## src/rtl/uart_pkg.sv

```systemverilog
// Shared UART definitions: FSM state encoding and default frame parameters,
// common to the transmitter and the receiver.
package uart_pkg;

    localparam logic [1:0] IDLE  = 2'b00;
    localparam logic [1:0] START = 2'b01;
    localparam logic [1:0] DATA  = 2'b10;
    localparam logic [1:0] STOP  = 2'b11;

    localparam int UART_N_BIT  = 8;
    localparam int UART_N_TICK = 16;

    typedef enum logic [1:0] {
        ST_IDLE  = IDLE,
        ST_START = START,
        ST_DATA  = DATA,
        ST_STOP  = STOP
    } uart_state_e;

    function automatic logic maj3(input logic a, input logic b, input logic c);
        return (a & b) | (a & c) | (b & c);
    endfunction

endpackage

```

## src/rtl/uart_rx_sync.sv

```systemverilog
// Two-flop synchronizer for the asynchronous RX line plus a delay flop for
// falling-edge detection. All flops reset to the idle (high) line level.
module uart_rx_sync
    import uart_pkg::*;
(
    input  logic clk_i,
    input  logic rst_ni,
    input  logic rx_i,
    output logic rx_s_o,
    output logic fall_o
);

    logic meta_q;
    logic sync_q;
    logic prev_q;

    always_ff @(posedge clk_i or negedge rst_ni) begin
        if (!rst_ni) begin
            meta_q <= 1'b1;
            sync_q <= 1'b1;
            prev_q <= 1'b1;
        end else begin
            meta_q <= rx_i;
            sync_q <= meta_q;
            prev_q <= sync_q;
        end
    end

    assign rx_s_o = sync_q;
    assign fall_o = ~sync_q & prev_q;

endmodule

```

## src/rtl/uart_rx.sv

```systemverilog
// UART receiver: 16x-oversampled start/data/stop framing with 3-sample
// majority vote at each bit centre and a one-entry READY/ACK output buffer.
module uart_rx
    import uart_pkg::*;
#(
    parameter int N_BIT  = UART_N_BIT,
    parameter int N_TICK = UART_N_TICK
) (
    input  logic             CLK,
    input  logic             RESET_N,
    input  logic             TICK,
    input  logic             RX,
    input  logic             RD_ACK,
    output logic [N_BIT-1:0] DOUT,
    output logic             RX_DONE,
    output logic             RX_READY,
    output logic             OVERRUN,
    output logic             FRAME_ERR,
    output logic [1:0]       STATE
);

    localparam int SW = $clog2(N_TICK);
    localparam int NW = $clog2(N_BIT);
    localparam logic [SW-1:0] S_MID  = SW'(N_TICK / 2);
    localparam logic [SW-1:0] S_LAST = SW'(N_TICK - 1);
    localparam logic [NW-1:0] N_LAST = NW'(N_BIT - 1);

    logic rx_s;
    logic fall;
    logic maj;
    logic good_frame;

    uart_state_e      state_q, state_d;
    logic [SW-1:0]    s_q, s_d;
    logic [NW-1:0]    n_q, n_d;
    logic [N_BIT-1:0] b_q, b_d;
    logic [1:0]       win_q, win_d;
    logic [N_BIT-1:0] dout_q, dout_d;
    logic             done_q, done_d;
    logic             ready_q, ready_d;
    logic             ovr_q, ovr_d;
    logic             ferr_q, ferr_d;

    uart_rx_sync u_sync (
        .clk_i  (CLK),
        .rst_ni (RESET_N),
        .rx_i   (RX),
        .rx_s_o (rx_s),
        .fall_o (fall)
    );

    // Vote over the two previous tick samples and the current line level.
    assign maj = maj3(win_q[1], win_q[0], rx_s);

    always_ff @(posedge CLK or negedge RESET_N) begin
        if (!RESET_N) begin
            state_q <= ST_IDLE;
            s_q     <= '0;
            n_q     <= '0;
            b_q     <= '0;
            win_q   <= '1;
            dout_q  <= '0;
            done_q  <= 1'b0;
            ready_q <= 1'b0;
            ovr_q   <= 1'b0;
            ferr_q  <= 1'b0;
        end else begin
            state_q <= state_d;
            s_q     <= s_d;
            n_q     <= n_d;
            b_q     <= b_d;
            win_q   <= win_d;
            dout_q  <= dout_d;
            done_q  <= done_d;
            ready_q <= ready_d;
            ovr_q   <= ovr_d;
            ferr_q  <= ferr_d;
        end
    end

    always_comb begin
        state_d    = state_q;
        s_d        = s_q;
        n_d        = n_q;
        b_d        = b_q;
        win_d      = win_q;
        good_frame = 1'b0;
        ferr_d     = 1'b0;

        if (TICK) begin
            win_d = {win_q[0], rx_s};
        end

        case (state_q)
            ST_IDLE: begin
                // Edge detection runs every cycle, not only on TICK.
                if (fall) begin
                    state_d = ST_START;
                    s_d     = '0;
                end
            end
            ST_START: begin
                if (TICK) begin
                    if (s_q == S_MID) begin
                        if (maj) begin
                            state_d = ST_IDLE;
                        end else begin
                            state_d = ST_DATA;
                            s_d     = '0;
                            n_d     = '0;
                        end
                    end else begin
                        s_d = s_q + SW'(1);
                    end
                end
            end
            ST_DATA: begin
                if (TICK) begin
                    if (s_q == S_LAST) begin
                        b_d = {maj, b_q[N_BIT-1:1]};
                        s_d = '0;
                        if (n_q == N_LAST) begin
                            state_d = ST_STOP;
                        end else begin
                            n_d = n_q + NW'(1);
                        end
                    end else begin
                        s_d = s_q + SW'(1);
                    end
                end
            end
            ST_STOP: begin
                if (TICK) begin
                    if (s_q == S_LAST) begin
                        state_d = ST_IDLE;
                        s_d     = '0;
                        if (maj) begin
                            good_frame = 1'b1;
                        end else begin
                            ferr_d = 1'b1;
                        end
                    end else begin
                        s_d = s_q + SW'(1);
                    end
                end
            end
            default: begin
                state_d = ST_IDLE;
            end
        endcase
    end

    // A completion coinciding with RD_ACK hands over the new word cleanly.
    always_comb begin
        dout_d  = dout_q;
        done_d  = good_frame;
        ready_d = ready_q;
        ovr_d   = ovr_q;
        if (RD_ACK) begin
            ready_d = 1'b0;
            ovr_d   = 1'b0;
        end
        if (good_frame) begin
            dout_d  = b_q;
            ready_d = 1'b1;
            if (ready_q && !RD_ACK) begin
                ovr_d = 1'b1;
            end
        end
    end

    assign DOUT      = dout_q;
    assign RX_DONE   = done_q;
    assign RX_READY  = ready_q;
    assign OVERRUN   = ovr_q;
    assign FRAME_ERR = ferr_q;
    assign STATE     = state_q;

endmodule

```

## config.mk

```make
export PLATFORM = sky130hd
export DESIGN_NAME = uart_rx
export DESIGN_NICKNAME = d
export VERILOG_FILES = /design/src/rtl/uart_pkg.sv /design/src/rtl/uart_rx_sync.sv /design/src/rtl/uart_rx.sv
export SDC_FILE = /design/constraint.sdc
export NUM_CORES = 1
export LEC_CHECK = 0
export BUFFER_PORTS_ARGS = -buffer_cell sky130_fd_sc_hd__buf_2
export CAP_MARGIN = 30
export CORE_MARGIN = 3
export CORE_UTILIZATION = 55
export CTS_BUF_LIST = sky130_fd_sc_hd__clkbuf_4
export CTS_CLUSTER_DIAMETER = 80
export DETAILED_ROUTE_END_ITERATION = 10
export MAX_ROUTING_LAYER = met4
export PLACE_DENSITY = 0.78
export SETUP_SLACK_MARGIN = 0.05
export SLEW_MARGIN = 20
export SYNTH_ARGS = -nofsm -noshare
export SYNTH_HDL_FRONTEND = slang
export SYNTH_HIERARCHICAL = 1
export SYNTH_SLANG_ARGS = --single-unit
```

## constraint.sdc

```tcl
create_clock -name CLK -period 2.21 [get_ports CLK]
set_input_delay 0.442 -clock CLK [delete_from_list [all_inputs] [get_ports CLK]]
set_output_delay 0.442 -clock CLK [all_outputs]
set_load 0.005 [all_outputs]
```

==> results.json <==
{
  "status": "complete, no violations",
  "dr.first_iter.drc_count": 24,
  "ys_seq_area_frac": 0.565,
  "rsz0062_at_grt": "no",
  "clock_path_buffers": 2,
  "yosys.cell_types.count": 35,
  "hold_violations": 0,
  "cp_data_required_time_ps": 2460,
  "drc": 0,
  "cts.htree.levels": 2,
  "comb_power_share": 0.246,
  "slew_violations": 0,
  "ir_worst_vdd_uv": 680,
  "drtAntennaViolNets": 0,
  "final_area_sq_um": 1680,
  "wl_per_cell_um": 14.2,
  "p_clk_frac": 0.215,
  "finalWorstSetupSlack_ps": 403,
  "yosysWarnings": 6,
  "layout_common_cells": "dfrtp_1, mux2_2, buf_2",
  "fin_util": 0.661,
  "start_util": 0.596,
  "diodes": 0,
  "clk_pin_slew_worst_paths_ps": 110,
  "clock_sinks": 34,
  "use_met1": 0.210,
  "cts-resized-gates": 0,
  "crit_arrival_ps": 2060,
  "ctsHoldBuffers": 0,
  "synth-seq-cells": 34,
  "final-setup-viol-count": 0,
  "die_w_um": 58.5,
  "routed_wl_um": 2410,
  "synthesis.instances": 115,
  "leakagePower_nw": 0.884,
  "track_usage": 0.178,
  "vias": 928,
  "use_met3": 0.0658,
  "drv_cap": 0,
  "switching_share": 0.331,
  "cts_tree": "built",
  "seqPwrFrac": 0.539,
  "grt_pass1_wl_um": 4310,
  "ioPinCount": 19,
  "grt.met2_usage": 0.268,
  "die_y_um": 58.5,
  "period_minus_slack_ps": 1810,
  "antenna_found_initial": 0,
  "pre_cts_ws_ps": 426,
  "relSlewSlack": 0.525,
  "dpl.cell_count": 161,
  "drt_pass1_iterations": 4,
  "synthToLayoutAreaGrowth_pct": 10.8,
  "worst-path-max-fanout": 4,
  "post-dp-hpwl_um": 1770,
  "syn_area_per_cell_sq_um": 13.2,
  "final_common_cell": "dfrtp_1",
  "power.internal_mw": 1.02,
  "grt_overflow": 0,
  "viasPerCell": 5.49,
  "busiest_layer": "met2",
  "grt_pass1_vias": 1006,
  "critPathKind": "flop to flop",
  "fmax_ghz": 0.553,
  "nNetsFinal": 147,
  "root_buffer": "clkbuf_4",
  "pwr_density_cell_nw_per_um2": 909,
  "final_layout_size_suffix_gt1_frac": 0.446,
  "syn_nets": 124,
  "finalSetupTns_ps": 0,
  "endpoint_kind": "flop",
  "coreArea_sq_um": 2540,
  "syn_area_sq_um": 1520,
  "place.gp.congestion": 0.917,
  "switchingPower_uw": 507,
  "final_cells": 169,
  "worst_pin_slew_ps": 712,
  "rows": 18,
  "worst_clock_skew_ps": 14.1,
  "holdCritPathClass": "input port to asynchronous set/reset pin",
  "grt_start_max_net_pins": 35,
  "placed_area_sq_um": 1630,
  "period_share": 0.818,
  "portBuffers": 18,
  "dieArea_sq_um": 3430,
  "postCtsSetupBuffers": 0,
  "critPathLaunchType": "flop",
  "cts_buffers": 5,
  "insertion_delay_ps": 340
}
-- synth_stat cells (all sizes together) --
| cell | number | area [sq um] |
|---|---|---|
| dfrtp | 29 | 726 |
| mux2 | 20 | 229 |
| inv | 6 | 22.5 |
| nand2 | 6 | 22.5 |
| nor2 | 6 | 22.5 |
| dfstp | 5 | 131 |
| ha | 4 | 50.1 |
| a21oi | 3 | 15.0 |
| and3 | 3 | 21.3 |
| buf | 3 | 27.5 |
| mux2i | 3 | 30.0 |
| nand3 | 3 | 15.0 |
| nor3b | 3 | 27.5 |
| a211o | 2 | 17.5 |
| nor2b | 2 | 20.0 |
| o21a | 2 | 15.0 |
| o21ai | 2 | 10.0 |
| or2 | 2 | 15.0 |
| a21o | 1 | 7.51 |
| and2b | 1 | 8.76 |
| clkbuf | 1 | 5.00 |
| maj3 | 1 | 11.3 |
| nand3b | 1 | 7.51 |
| nand4 | 1 | 6.26 |
| nor3 | 1 | 5.00 |
| o22a | 1 | 8.76 |
| o2bb2ai | 1 | 8.76 |
| o32a | 1 | 22.5 |
| or2b | 1 | 8.76 |
-- worst paths after layout --
path	cells after the start	end	from	slack [ps]
max	6	s_q[1]$_DFFE_PN0P_	s_q[1]$_DFFE_PN0P_	400
min in group CLK	1	u_sync/meta_q$_DFF_PN1_	RX	210
min reg2reg	0	u_sync/rx_s_o$_DFF_PN1_	u_sync/meta_q$_DFF_PN1_	360
max in group asynchronous	1	s_q[1]$_DFFE_PN0P_	RESET_N	1600
max reg2reg	6	s_q[1]$_DFFE_PN0P_	s_q[1]$_DFFE_PN0P_	400
min	1	n_q[1]$_DFFE_PN0P_	RESET_N	140
-- metal layers --
layer,part of all wire,routed length [um]
met1,0.46,1100
met2,0.48,1170
met3,0.051,122
met4,0.0079,19
met5,0,0
-- metrics by stage --
step / hold slack, ps / total power [mW]
after floorplan: 146 / 1.14
after global placement: 352 / 1.19
after detailed placement: 351 / 1.22
after CTS: 167 / 1.55
after global routing: 172 / 1.64
final: 144 / 1.53
-- area by class of cell --
type                            count  area, sq um
Clock buffer                        5         37.5
Clock inverter                      3         16.3
Fill cell                         195          863
Inverter                            6         22.5
Multi-Input combinational cell     71          606
Sequential cell                    34          857
Tap cell                           30         37.5
Timing Repair Buffer               20          105
-- state kept, by name, indices dropped and copies added, names as in the netlist, named ones only --
name and cells:
b_q 8, n_q 3, DOUT 8, OVERRUN 1, u_sync/rx_s_o 1, RX_READY 1
STATE 1, win_q 2, u_sync/prev_q 1, u_sync/meta_q 1, RX_DONE 1, s_q 4
FRAME_ERR 1
-- logic make-up after synthesis --
logic type               synth area share
AO/OA/AOI/OAI                      0.0692
adder cells (fa/ha/maj)            0.0404
buffers and inverters              0.0363
flip-flops                          0.565
multiplexers                        0.171
AND/OR/NAND/NOR                     0.119
-- worst max-delay path, cell delays in order (launching register included) --
cell and delay, ps:
dfrtp_1 410, inv_1 90, ha_1 140, nand3b_1 150, o21ai_0 430, and3_2 310, mux2i_1 200
-- power by group through the flow --
stage / combinational, mW / sequential, mW / clock, mW
2_1_floorplan: 0.352 / 0.783 / 0
3_5_place_dp: 0.383 / 0.835 / 0
6_report: 0.377 / 0.823 / 0.329
5_1_grt: 0.432 / 0.843 / 0.369
4_1_cts: 0.385 / 0.821 / 0.342
3_3_place_gp: 0.362 / 0.829 / 0
(Power assumes the default switching activity.)
